[src/rtl/riscv_pkg.sv]
// Shared register-file constants and types for the integer core.
package riscv_pkg;

  localparam int DATA_W_DEFAULT = 32;
  localparam int ADDR_W_DEFAULT = 5;

  typedef logic [ADDR_W_DEFAULT-1:0] reg_addr_t;

endpackage

[src/rtl/regfile_scoreboard.sv]
// Pending-result tracking: one bit per register, set on allocate, cleared on write.
module regfile_scoreboard
  import riscv_pkg::*;
#(
  parameter int ADDR_W   = ADDR_W_DEFAULT,
  parameter int N_RD     = 2,
  parameter int N_WR     = 1,
  parameter int ZERO_REG = 1
) (
  input  logic                           clk,
  input  logic                           rst_n,
  input  logic [N_WR-1:0]                we,
  input  logic [N_WR-1:0][ADDR_W-1:0]    waddr,
  input  logic                           alloc,
  input  logic [ADDR_W-1:0]              alloc_addr,
  input  logic [N_RD-1:0][ADDR_W-1:0]    raddr,
  output logic [N_RD-1:0]                pend_next
);

  localparam int DEPTH = 1 << ADDR_W;

  logic [DEPTH-1:0] pend_q;
  logic [DEPTH-1:0] pend_d;

  // Clears first, then the allocate, so an allocate beats a same-cycle write.
  always_comb begin
    pend_d = pend_q;
    for (int w = 0; w < N_WR; w++) begin
      if (we[w]) pend_d[waddr[w]] = 1'b0;
    end
    if (alloc) pend_d[alloc_addr] = 1'b1;
    if (ZERO_REG != 0) pend_d[0] = 1'b0;
  end

  always_ff @(posedge clk or negedge rst_n) begin
    if (!rst_n) pend_q <= '0;
    else        pend_q <= pend_d;
  end

  always_comb begin
    pend_next = '0;
    for (int r = 0; r < N_RD; r++) begin
      pend_next[r] = pend_d[raddr[r]];
    end
  end

endmodule

[src/rtl/regfile_mp.sv]
// Multi-ported register file with registered reads, write forwarding and pending scoreboard.
module regfile_mp
  import riscv_pkg::*;
#(
  parameter int DATA_W   = DATA_W_DEFAULT,
  parameter int ADDR_W   = ADDR_W_DEFAULT,
  parameter int N_RD     = 2,
  parameter int N_WR     = 1,
  parameter int ZERO_REG = 1,
  parameter int BYPASS   = 1
) (
  input  logic                           clk,
  input  logic                           rst_n,
  input  logic [N_WR-1:0]                i_we,
  input  logic [N_WR-1:0][ADDR_W-1:0]    i_waddr,
  input  logic [N_WR-1:0][DATA_W-1:0]    i_wdata,
  input  logic [N_RD-1:0]                i_re,
  input  logic [N_RD-1:0][ADDR_W-1:0]    i_raddr,
  output logic [N_RD-1:0][DATA_W-1:0]    o_rdata,
  output logic [N_RD-1:0]                o_rpend,
  input  logic                           i_alloc,
  input  logic [ADDR_W-1:0]              i_alloc_addr
);

  localparam int DEPTH = 1 << ADDR_W;

  generate
    if (N_RD < 1 || N_WR < 1) begin : g_bad_cfg
      $error("regfile_mp: N_RD and N_WR must both be at least 1");
    end
  endgenerate

  logic [DATA_W-1:0]             mem [DEPTH];
  logic [N_WR-1:0]               wr_ok;
  logic [N_RD-1:0][DATA_W-1:0]   rd_val;
  logic [N_RD-1:0]               pend_next;

  always_comb begin
    wr_ok = '0;
    for (int w = 0; w < N_WR; w++) begin
      wr_ok[w] = i_we[w] && !(ZERO_REG != 0 && i_waddr[w] == '0);
    end
  end

  // Ascending port order: the last non-blocking update (highest index) wins a collision.
  always_ff @(posedge clk or negedge rst_n) begin
    if (!rst_n) begin
      for (int i = 0; i < DEPTH; i++) mem[i] <= '0;
    end else begin
      for (int w = 0; w < N_WR; w++) begin
        if (wr_ok[w]) mem[i_waddr[w]] <= i_wdata[w];
      end
    end
  end

  always_comb begin
    rd_val = '0;
    for (int r = 0; r < N_RD; r++) begin
      rd_val[r] = mem[i_raddr[r]];
      if (BYPASS != 0) begin
        for (int w = 0; w < N_WR; w++) begin
          if (wr_ok[w] && i_waddr[w] == i_raddr[r]) rd_val[r] = i_wdata[w];
        end
      end
      if (ZERO_REG != 0 && i_raddr[r] == '0) rd_val[r] = '0;
    end
  end

  regfile_scoreboard #(
    .ADDR_W   (ADDR_W),
    .N_RD     (N_RD),
    .N_WR     (N_WR),
    .ZERO_REG (ZERO_REG)
  ) u_scoreboard (
    .clk        (clk),
    .rst_n      (rst_n),
    .we         (i_we),
    .waddr      (i_waddr),
    .alloc      (i_alloc),
    .alloc_addr (i_alloc_addr),
    .raddr      (i_raddr),
    .pend_next  (pend_next)
  );

  always_ff @(posedge clk or negedge rst_n) begin
    if (!rst_n) begin
      o_rdata <= '0;
      o_rpend <= '0;
    end else begin
      for (int r = 0; r < N_RD; r++) begin
        if (i_re[r]) begin
          o_rdata[r] <= rd_val[r];
          o_rpend[r] <= pend_next[r];
        end
      end
    end
  end

endmodule

[config.mk]
export PLATFORM = sky130hd
export DESIGN_NAME = regfile_mp
export DESIGN_NICKNAME = d
export VERILOG_FILES = /design/src/rtl/riscv_pkg.sv /design/src/rtl/regfile_scoreboard.sv /design/src/rtl/regfile_mp.sv
export SDC_FILE = /design/constraint.sdc
export NUM_CORES = 2
export LEC_CHECK = 0
export ABC_AREA = 1
export CAP_MARGIN = 10
export CORE_MARGIN = 10
export CORE_UTILIZATION = 40
export CTS_CLUSTER_DIAMETER = 40
export DETAILED_ROUTE_END_ITERATION = 8
export GPL_TIMING_DRIVEN = 1
export HOLD_SLACK_MARGIN = 0.12
export PLACE_DENSITY_LB_ADDON = 0.2
export REMOVE_ABC_BUFFERS = 1
export SLEW_MARGIN = 10
export SYNTH_ARGS = -nofsm -noshare
export SYNTH_HDL_FRONTEND = slang
export SYNTH_SLANG_ARGS = --single-unit
[constraint.sdc]
create_clock -name clk -period 1.1 [get_ports clk]
set_input_delay 0.11 -clock clk [delete_from_list [all_inputs] [get_ports clk]]
set_output_delay 0.11 -clock clk [all_outputs]
set_load 0.01 [all_outputs]
==> summary.md <==
| Metric | Value |
|---|---|
| Avg WL per Cell | 26.6 um |
| Die X | 404 um |
| # diodes | 0 |
| Full die area | 163,000 um^2 |
| Via count | 62.7k |
| Library cells used by synthesis | 38 |
| Initial antenna violation count | 5 |
| GR Overflow Total | 0 |
| Synth-to-Final Area Change | 34.0% |
| YS warnings | 0 |
| Top cells by area, synth | dfrtp_1, nand2_1, o21ai_0, o211ai_1, nand3_1 |
| Flop pwr share | 38.3% |
| Internal power | 0.0990 W |
| Crit. End Element | output pin |
| Antenna-violating nets left | 0 |
| Largest net degree at the start of global routing | 65 |
| Final worst slack | -0.484 ns |
| Number of synthesized flops with an enable pin | 0 |
| I/O Buffers | 123 |
| Yosys top cell area share | 47.7% |
| Post-Syn Area per Cell | 7.70 um^2 |
| DRT Pass-1 Iters | 6 |
| CP Cell Sequence | buf_6 |
| Cells after Synth | 7,639 |
| GRT Util Overall | 32.8% |
| Hold slack | -0.0998 ns |
| Setup violators final | 133 |
| CP peak stage delay | 0.49 ns |
| Hold Path Class | in -> async |
| Dpl hpwl | 177 mm |
| Boundary Pins | 124 |
| RSZ-0062 raised after global routing | true |
| GP Congestion | 0.953 |
| Drt initial violations | 7,908 |
| CP required | 0.99 ns |
| Worst reg2reg path depth | 8 |
| Maxcap violations | 0 |
| Clock buffer depth | 3 |
| Seq/Total Area, Yosys | 47.7% |
| First-pass GRT wire length | 404 mm |
| Reg area | 28,100 um^2 |
| Routed WL | 277 mm |
| CTS tree | done |
| Fin. Hold Viols | 71 |
| Status | complete, but fails checks |
| Clock Pin Slew Worst Setup and Hold Paths | 0.06 ns |
| WP depth | 1 |
| Design Area, Final | 78,800 um^2 |
| Setup TNS | -39.11 ns |
| Clk_skew | 0.0233 ns |
| Min Clock Period, post-route | 1.58 ns |
| Synth Cell Area | 58,800 um^2 |
| Root Buffer | clkbuf_16 |
| Worst Setup Start Kind | flip-flop |
| Initial Utilization | 40.3% |
| Residual DRC | 0 |
| Final nets | 8,399 |
| Core area | 146,000 um^2 |
| Row Count | 140 |
| Sw Ratio | 30.9% |
| Area of the multi-input gates | 27,100 um^2 |
| Synth Flop Type | dfrtp_1 |
| Worst path bufs/invs | 1 |
| CP max stage cell | dfrtp_2 |
| Total power | 0.143 W |
| Crit path max-delay family | flip-flops |
| Max Clk Rate | 631 MHz |
| Synthesized flop and latch total | 1,121 |
| Clk sinks | 1,121 |
| Critical path arrival | 1.47 ns |
| Die height | 404 um |
| Clock share of power | 41.7% |
| Asr flop ratio synth | 100% |
| Sw Pwr | 0.0443 W |
| Worst Tran Pin Value | 0.982 ns |
| H-tree lvl count | 4 |
| Final period utilization | 144% |
| Logic pwr share | 20.0% |
| Slew Viols, Final | 0 |
| Crit path kind | reg -> out |
| Max VDD drop | 0.00174 V |
| CTS Buf Count | 183 |
| Synth area leader | dfrtp_1 |
| Layout cells sized above 1 | 22.1% |
| Vias in the first global route | 60.5k |
| Pleak | 35.9 nW |
| CP max FO | 2 |
| Vias per cell | 6.02 |
| Slew HR | 34.5% |
| Dpl cell area | 70,100 um^2 |
| Pwr Density | 1820 nW/um^2 |
| Failing checks | negative hold slack, negative setup slack |
| Fillers | 13.5k |
| Clk_lat worst skew | 0.83 ns |
-- layout make-up --
class | instances | share of cell area (%)
clock buffer | 224 | 6.44
inverter | 422 | 2.10
clock inverter | 114 | 1.61
timing repair buffer | 1244 | 16.8
sequential | 1121 | 35.6
tap | 1917 | 3.04
multi-input combinational | 5369 | 34.4
-- cells by family (layout without fill, tap and decap cells) --
logic type / after synthesis / in the layout / share of synthesized area, %
simple gates: 3018 / 3018 / 20.8
buf+inv: 1149 / 2004 / 8.41
flops: 1121 / 1121 / 47.7
compound gates: 2344 / 2344 / 23.0
xor+xnor: 7 / 7 / 0.104
-- sequential cells by signal, summed over array words and instances (netlist names) --
register and flops:
o_rpend 2, mem 1024, o_rdata 64, u_scoreboard.pend_q 31
-- metrics by stage --
stage,hold WS (ns),cells,util (%),setup slack (ns)
2_1_floorplan,-0.186,6912,-,-2.34
3_3_place_gp,0.144,9937,48.1,-1.30
3_5_place_dp,0.150,9937,48.1,-1.28
4_1_cts,-0.120,10400,53.2,-0.515
5_1_grt,-0.0747,10400,54.0,-0.492
6_report,-0.0998,10400,54.0,-0.484
-- synthesized netlist by cell type, types with 20 or more instances --
master	instances
nor2_1	350
dfrtp_1	1121
o21ai_1	36
nand2_1	2063
o2111ai_1	121
clkbuf_1	363
nand4_1	94
buf_6	28
inv_1	400
a21oi_1	484
nand3_1	489
o21ai_0	1222
buf_4	20
o221ai_1	114
buf_2	265
o211ai_1	339
buf_1	50
-- layer usage --
metal / GRT usage, % / wire length (um)
met1: 43.3 / 109000
met2: 49.2 / 118000
met3: 7.58 / 31300
met4: 18.8 / 18100
met5: 0 / 27
-- power by group through the flow --
stage          Sequential, W  Clock (W)  Combinational [W]
2_1_floorplan         0.0537          0             0.0132
3_3_place_gp          0.0548          0             0.0259
3_5_place_dp          0.0550          0             0.0265
4_1_cts               0.0546     0.0602             0.0274
5_1_grt               0.0558     0.0621             0.0317
6_report              0.0548     0.0598             0.0287
-- worst paths after layout --
kind / from / to / slack (ns)
setup / recovery: o_rdata[18] / o_rdata[18] / -0.48
hold / removal: rst_n / mem[762] / -0.1
setup reg to reg: mem[445] / o_rdata[29] / -0.31
hold reg to reg: mem[999] / mem[999] / 0.40
min in group clk: i_waddr[0] / u_scoreboard.pend_q[29] / -0.10
max in group asynchronous: rst_n / mem[682] / 0.07
-- what timing repair did --
item	CTS	global route
setup endpoints to repair	905	981
pin swaps	221	259
hold buffers	41	1
gates cloned	0	5
gates resized for setup	546	280
endpoints found under the hold margin	1278	86
setup buffers	51	46
-- cell usage in the layout, fill, tap and decap left out, drive strengths merged, types with 3 or more instances in the layout --
cell and instances:
nor2 357, buf 1156, clkdlybuf4s50 36, clkinvlp 25, nand4 94, a21oi 484, nand3 490, a31oi 8
clkbuf 233, dlymetal6s4s 3, dlygate4sd3 34, dfrtp 1121, nand2 2069, xor2 7, nor3 3, bufinv 19
o221ai 114, o2111ai 121, dlygate4sd2 3, clkinv 61, o21bai 13, o211ai 339, o21ai 1259, inv 431
a211oi 4
Note: power is estimated with default switching activity, not from simulation.
